<file path="config.mk">
export PLATFORM = sky130hd
export DESIGN_NAME = rotate_sequencer
export DESIGN_NICKNAME = d
export VERILOG_FILES = /design/src/rtl/rotate_sequencer.sv
export SDC_FILE = /design/constraint.sdc
export NUM_CORES = 1
export LEC_CHECK = 0
export ABC_CLOCK_PERIOD_IN_PS = 4100
export CAP_MARGIN = 15
export CORE_MARGIN = 3
export CORE_UTILIZATION = 53
export CTS_CLUSTER_DIAMETER = 150
export CTS_CLUSTER_SIZE = 10
export DETAILED_ROUTE_END_ITERATION = 7
export PLACE_DENSITY = 0.81
export SLEW_MARGIN = 10
export SYNTH_ARGS = -nofsm -noshare
export SYNTH_HDL_FRONTEND = slang
export SYNTH_SLANG_ARGS = --single-unit
</file>
<file path="constraint.sdc">
create_clock -name clk -period 4.1 [get_ports clk]
set_clock_uncertainty 0.15 [all_clocks]
set_input_delay 0.41 -clock clk [delete_from_list [all_inputs] [get_ports clk]]
set_output_delay 0.41 -clock clk [all_outputs]
set_load 0.02 [all_outputs]
</file>
<file path="src/rtl/rotate_sequencer.sv">
// rotate_sequencer: multi-cycle rotate/shift engine.
// Captures an operand and an amount on start. It then walks the operand with 2-bit steps,
// plus one final 1-bit step when the amount is odd.
// The result, carry-out and a one-cycle done pulse are all registered.
module rotate_sequencer #(
    parameter int WIDTH = 32,
    parameter int AMT_W = 5
) (
    input  logic             clk,
    input  logic             reset,
    input  logic             start,
    input  logic [WIDTH-1:0] a,
    input  logic [AMT_W-1:0] amt,
    input  logic             dir,
    input  logic [1:0]       mode,
    output logic             busy,
    output logic             done,
    output logic [WIDTH-1:0] y,
    output logic             c_out
);

    typedef enum logic [1:0] {
        ST_IDLE = 2'd0,
        ST_RUN  = 2'd1,
        ST_DONE = 2'd2
    } state_t;

    localparam logic [1:0] MODE_ROT = 2'b00;
    localparam logic [1:0] MODE_LSH = 2'b01;
    localparam logic [1:0] MODE_ASH = 2'b10;

    state_t             r_state;
    logic [WIDTH-1:0]   r_acc;
    logic [AMT_W-1:0]   r_rem;
    logic               r_dir;
    logic [1:0]         r_mode;
    logic               r_sign;
    logic               r_busy;
    logic               r_done;
    logic [WIDTH-1:0]   r_y;
    logic               r_c_out;

    logic               w_step_two;
    logic [AMT_W-1:0]   w_step_amt;
    logic [AMT_W-1:0]   w_rem_next;
    logic [WIDTH:0]     w_step;

    // One 1- or 2-bit step of the datapath rotate unit.
    // The return value is {carry, result}.
    // Mode 11 is treated as rotate, and an arithmetic left step is the same as a logical left step.
    function automatic logic [WIDTH:0] step_fn(
        input logic [WIDTH-1:0] acc,
        input logic             two,
        input logic             right,
        input logic [1:0]       md,
        input logic             sign
    );
        logic [1:0] fill;
        logic       carry;
        logic [WIDTH-1:0] res;
        fill  = 2'b00;
        carry = 1'b0;
        res   = acc;
        if (right) begin
            case (md)
                MODE_ROT: fill = two ? acc[1:0] : {acc[0], 1'b0};
                MODE_LSH: fill = 2'b00;
                MODE_ASH: fill = {sign, sign};
                default:  fill = two ? acc[1:0] : {acc[0], 1'b0};
            endcase
            if (two) begin
                carry = acc[1];
                res   = {fill, acc[WIDTH-1:2]};
            end else begin
                carry = acc[0];
                res   = {fill[1], acc[WIDTH-1:1]};
            end
        end else begin
            case (md)
                MODE_ROT: fill = two ? acc[WIDTH-1:WIDTH-2] : {1'b0, acc[WIDTH-1]};
                MODE_LSH: fill = 2'b00;
                MODE_ASH: fill = 2'b00;
                default:  fill = two ? acc[WIDTH-1:WIDTH-2] : {1'b0, acc[WIDTH-1]};
            endcase
            if (two) begin
                carry = acc[WIDTH-2];
                res   = {acc[WIDTH-3:0], fill};
            end else begin
                carry = acc[WIDTH-1];
                res   = {acc[WIDTH-2:0], fill[0]};
            end
        end
        return {carry, res};
    endfunction

    // Step size and next-step datapath for the current RUN cycle.
    always_comb begin
        w_step_two = (r_rem >= AMT_W'(2));
        if (w_step_two) begin
            w_step_amt = AMT_W'(2);
        end else begin
            w_step_amt = AMT_W'(1);
        end
        w_rem_next = r_rem - w_step_amt;
        w_step     = step_fn(r_acc, w_step_two, r_dir, r_mode, r_sign);
    end

    // Sequencer FSM with registered status and result outputs.
    always_ff @(posedge clk or posedge reset) begin
        if (reset) begin
            r_state <= ST_IDLE;
            r_acc   <= '0;
            r_rem   <= '0;
            r_dir   <= 1'b0;
            r_mode  <= 2'b00;
            r_sign  <= 1'b0;
            r_busy  <= 1'b0;
            r_done  <= 1'b0;
            r_y     <= '0;
            r_c_out <= 1'b0;
        end else begin
            r_done <= 1'b0;
            case (r_state)
                ST_IDLE, ST_DONE: begin
                    if (start) begin
                        r_acc  <= a;
                        r_rem  <= amt;
                        r_dir  <= dir;
                        r_mode <= mode;
                        r_sign <= a[WIDTH-1];
                        if (amt == AMT_W'(0)) begin
                            r_state <= ST_DONE;
                            r_done  <= 1'b1;
                            r_busy  <= 1'b0;
                            r_y     <= a;
                            r_c_out <= 1'b0;
                        end else begin
                            r_state <= ST_RUN;
                            r_busy  <= 1'b1;
                        end
                    end else begin
                        r_state <= ST_IDLE;
                        r_busy  <= 1'b0;
                    end
                end
                ST_RUN: begin
                    r_acc <= w_step[WIDTH-1:0];
                    r_rem <= w_rem_next;
                    if (w_rem_next == AMT_W'(0)) begin
                        r_state <= ST_DONE;
                        r_done  <= 1'b1;
                        r_busy  <= 1'b0;
                        r_y     <= w_step[WIDTH-1:0];
                        r_c_out <= w_step[WIDTH];
                    end else begin
                        r_state <= ST_RUN;
                        r_busy  <= 1'b1;
                    end
                end
                default: begin
                    r_state <= ST_IDLE;
                    r_busy  <= 1'b0;
                end
            endcase
        end
    end

    assign busy  = r_busy;
    assign done  = r_done;
    assign y     = r_y;
    assign c_out = r_c_out;

endmodule
</file>
==> flow_metrics.py <==
metrics = {
    "setup_path": {
        "worstPathArrival_ns": 3.64,
        "r2r-end": "y[26]",
        "r2r_setup_slack_ns": 0.54,
        "r2r-start": "r_rem[4]",
        "end_kind": "flip-flop",
        "critical_path.max_fanout": 34,
        "endpoint": "y[26]",
        "worstSetupPathType": "flip-flop to flip-flop",
        "critPathLaunchType": "flip-flop",
        "startpoint": "r_rem[4]",
        "crit_required_ns": 4.18,
        "worstRegToRegCells": 10,
    },
    "clock_network": {
        "post-cts-setup-buffers": 0,
        "clk_pin_slew_ns": 0.08,
        "numCtsBuffers": 9,
        "root_buffer": "clkbuf_8",
        "ctsResizeCount": 0,
        "tritoncts": "done",
        "cts_sinks": 76,
        "clock_path_buffers": 2,
        "insertion_delay_ns": 0.35,
        "cts.htree.levels": 3,
        "postCtsHoldBufs": 0,
    },
    "finish": {
        "n_antenna_cell": 0,
        "final_area_sq_um": 5300,
        "fin_util": 0.679,
        "fillers": 652,
        "mostFrequentLayoutCells": "nand2_1 (110), clkdlybuf4s50_1 (77), dfrtp_1 (76)",
        "drive_gt1_frac": 0.0709,
        "final_common_cell": "nand2_1",
        "nets": 592,
        "area_delta_synth_final_pct": 23.4,
    },
    "grt": {
        "grt_pass1_vias": 3789,
        "grt_pass1_wl_um": 19300,
        "antenna_found_initial": 0,
        "grt_start_max_net_pins": 46,
        "globalRouteOverflowTotal": 0,
        "track_usage": 0.270,
    },
    "timing": {
        "slew_headroom": 0.353,
        "finalCritPeriodShare": 0.867,
        "grt_setup_unrepaired": "no",
        "fmax_mhz": 281,
        "setup_viol": 0,
        "hold_violations": 0,
        "setup_tns_ns": 0,
        "finalMaxSlewViolations": 0,
        "tightest_slew_ns": 0.971,
        "min_period_ns": 3.56,
        "whs_ns": 0.350,
    },
    "die": {
        "core_area_sq_um": 7810,
        "ios": 78,
        "dieWidth_um": 96.0,
        "dieArea_sq_um": 9220,
        "initial_core_util": 0.550,
        "rows": 32,
        "die_h_um": 96.0,
    },
    "logic_synthesis": {
        "synth_nets": 535,
        "syn-cell-area_sq_um": 4300,
        "syn-instance-count": 488,
        "synth_edf_count": 0,
        "yosysSeqAreaShare": 0.443,
        "yosysWarnings": 0,
        "async_flop_share": 1.00,
        "synth_seq_cells": 76,
        "synthFlopType": "dfrtp_1",
        "syn_area_per_cell_sq_um": 8.80,
        "yosysUniqueCellTypes": 49,
    },
    "place": {
        "dp_hpwl_um": 7970,
        "place.gp.congestion": 0.927,
        "portBuffers": 77,
        "dpl_cell_area_sq_um": 5070,
    },
    "detailed_routing": {
        "wl_per_cell_um": 18.1,
        "drc": 0,
        "drtAntennaViolNets": 0,
        "num_vias": 4057,
        "viasPerCell": 6.22,
        "dr.pass1.iters": 5,
        "drt-total-wl_um": 11800,
        "drt_iter0_markers": 434,
    },
    "run_status": {
        "status": "completed",
    },
    "power_and_ir_drop": {
        "ir_drop_uv": 622,
        "powerDensity_nw_per_um2": 915,
        "p_leak_uw": 0.00229,
    },
    "worst_hold_path": {
        "hp-class": "flip-flop to flip-flop",
    },
    "flow_run": {
        "drv_cap": 0,
    },
}
==> layer usage <==
| layer | vias to the layer above | wire length [um] | track usage |
|---|---|---|---|
| met2 | 178 | 5790 | 0.450 |
| met5 | - | 0 | 0 |
| met1 | 1983 | 4940 | 0.356 |
| met3 | 24 | 829 | 0.0539 |
| met4 | 0 | 228 | 0.0770 |
| li1 | 1872 | - | - |
==> power by group <==
| group | internal [uW] | total [uW] | switching (uW) | leakage (uW) |
|---|---|---|---|---|
| Combinational | 1150 | 2710 | 1570 | 0.00130 |
| Sequential | 1140 | 1500 | 362 | 0.000881 |
| Clock | 357 | 637 | 280 | 0.000113 |
| Total | 2640 | 4850 | 2210 | 0.00229 |
==> final cells by class <==
| class | count | area [sq um] | share of cell area |
|---|---|---|---|
| clock buffer | 11 | 141 | 0.0267 |
| clock inverter | 5 | 75.1 | 0.0142 |
| inverter | 8 | 32.5 | 0.00614 |
| multi-input combinational | 363 | 2170 | 0.410 |
| sequential | 76 | 1900 | 0.359 |
| tap | 102 | 128 | 0.0241 |
| timing repair buffer | 87 | 850 | 0.160 |
==> cells in the mapped netlist, drive strengths merged, types with 2 or more instances <==
cell type | n | share of area
mux2i | 24 | 0.056
nor2 | 26 | 0.023
buf | 14 | 0.023
o31ai | 19 | 0.033
inv | 8 | 0.0076
and2 | 2 | 0.0029
o211ai | 3 | 0.0052
ha | 3 | 0.0087
a31oi | 20 | 0.029
a32oi | 11 | 0.022
dfrtp | 76 | 0.44
a22oi | 4 | 0.0070
clkbuf | 27 | 0.024
a21boi | 11 | 0.019
nand2 | 110 | 0.096
or4 | 3 | 0.0061
mux4 | 5 | 0.026
a21oi | 11 | 0.013
o21ai | 31 | 0.036
a32o | 5 | 0.012
mux2 | 2 | 0.0052
nor3 | 3 | 0.0035
nor2b | 3 | 0.0044
nand2b | 2 | 0.0029
nand3 | 47 | 0.055
==> how the worst min path moves through the flow <==
stage | startpoint | endpoint | slack, ns | depth (start not counted)
2_1_floorplan | r_sign | r_sign | 0.30 | 2
3_3_place_gp | r_sign | r_sign | 0.31 | 2
3_5_place_dp | r_sign | r_sign | 0.34 | 2
4_1_cts | r_sign | r_sign | 0.35 | 2
5_1_grt | y[25] | y[25] | 0.37 | 2
6_report | y[22] | y[22] | 0.35 | 2
==> registers in the layout, summed over array words and instances (netlist names), 2 cells and up <==
register,count
r_acc,32
r_mode,2
r_rem,5
y,32
==> logic make-up (layout without fill, tap and decap cells) <==
group                      Yosys count  in the layout  share of synthesized area
buffers and inverters               49            111                     0.0542
DFF                                 76             76                      0.443
and+or+nand+nor                    202            202                      0.204
AOI/OAI and AO/OA                  125            125                      0.197
adders and majority gates            4              4                     0.0134
xor gates and xnor gates             1              1                    0.00204
muxes                               31             31                     0.0874
==> critical path, stage by stage (launching register included) <==
cell,delay (ns)
dfrtp_1,0.44
or4_4,0.58
inv_4,0.09
ha_1,0.16
inv_1,0.06
fa_1,0.46
xnor2_1,0.18
nor4b_1,0.37
nand4_1,0.16
and2_2,0.43
mux2_2,0.36
==> stage by stage <==
| stage | worst slack, ns | instances | power (uW) |
|---|---|---|---|
| finish | 0.544 | 652 | 4850 |
| global route | 0.349 | 652 | 5210 |
| CTS | 0.210 | 651 | 4820 |
| detailed placement | 0.238 | 635 | 4170 |
| global placement | 0.402 | 635 | 4090 |
| floorplan | 0.479 | 488 | 3310 |
Note: power is estimated with default switching activity, not from simulation.
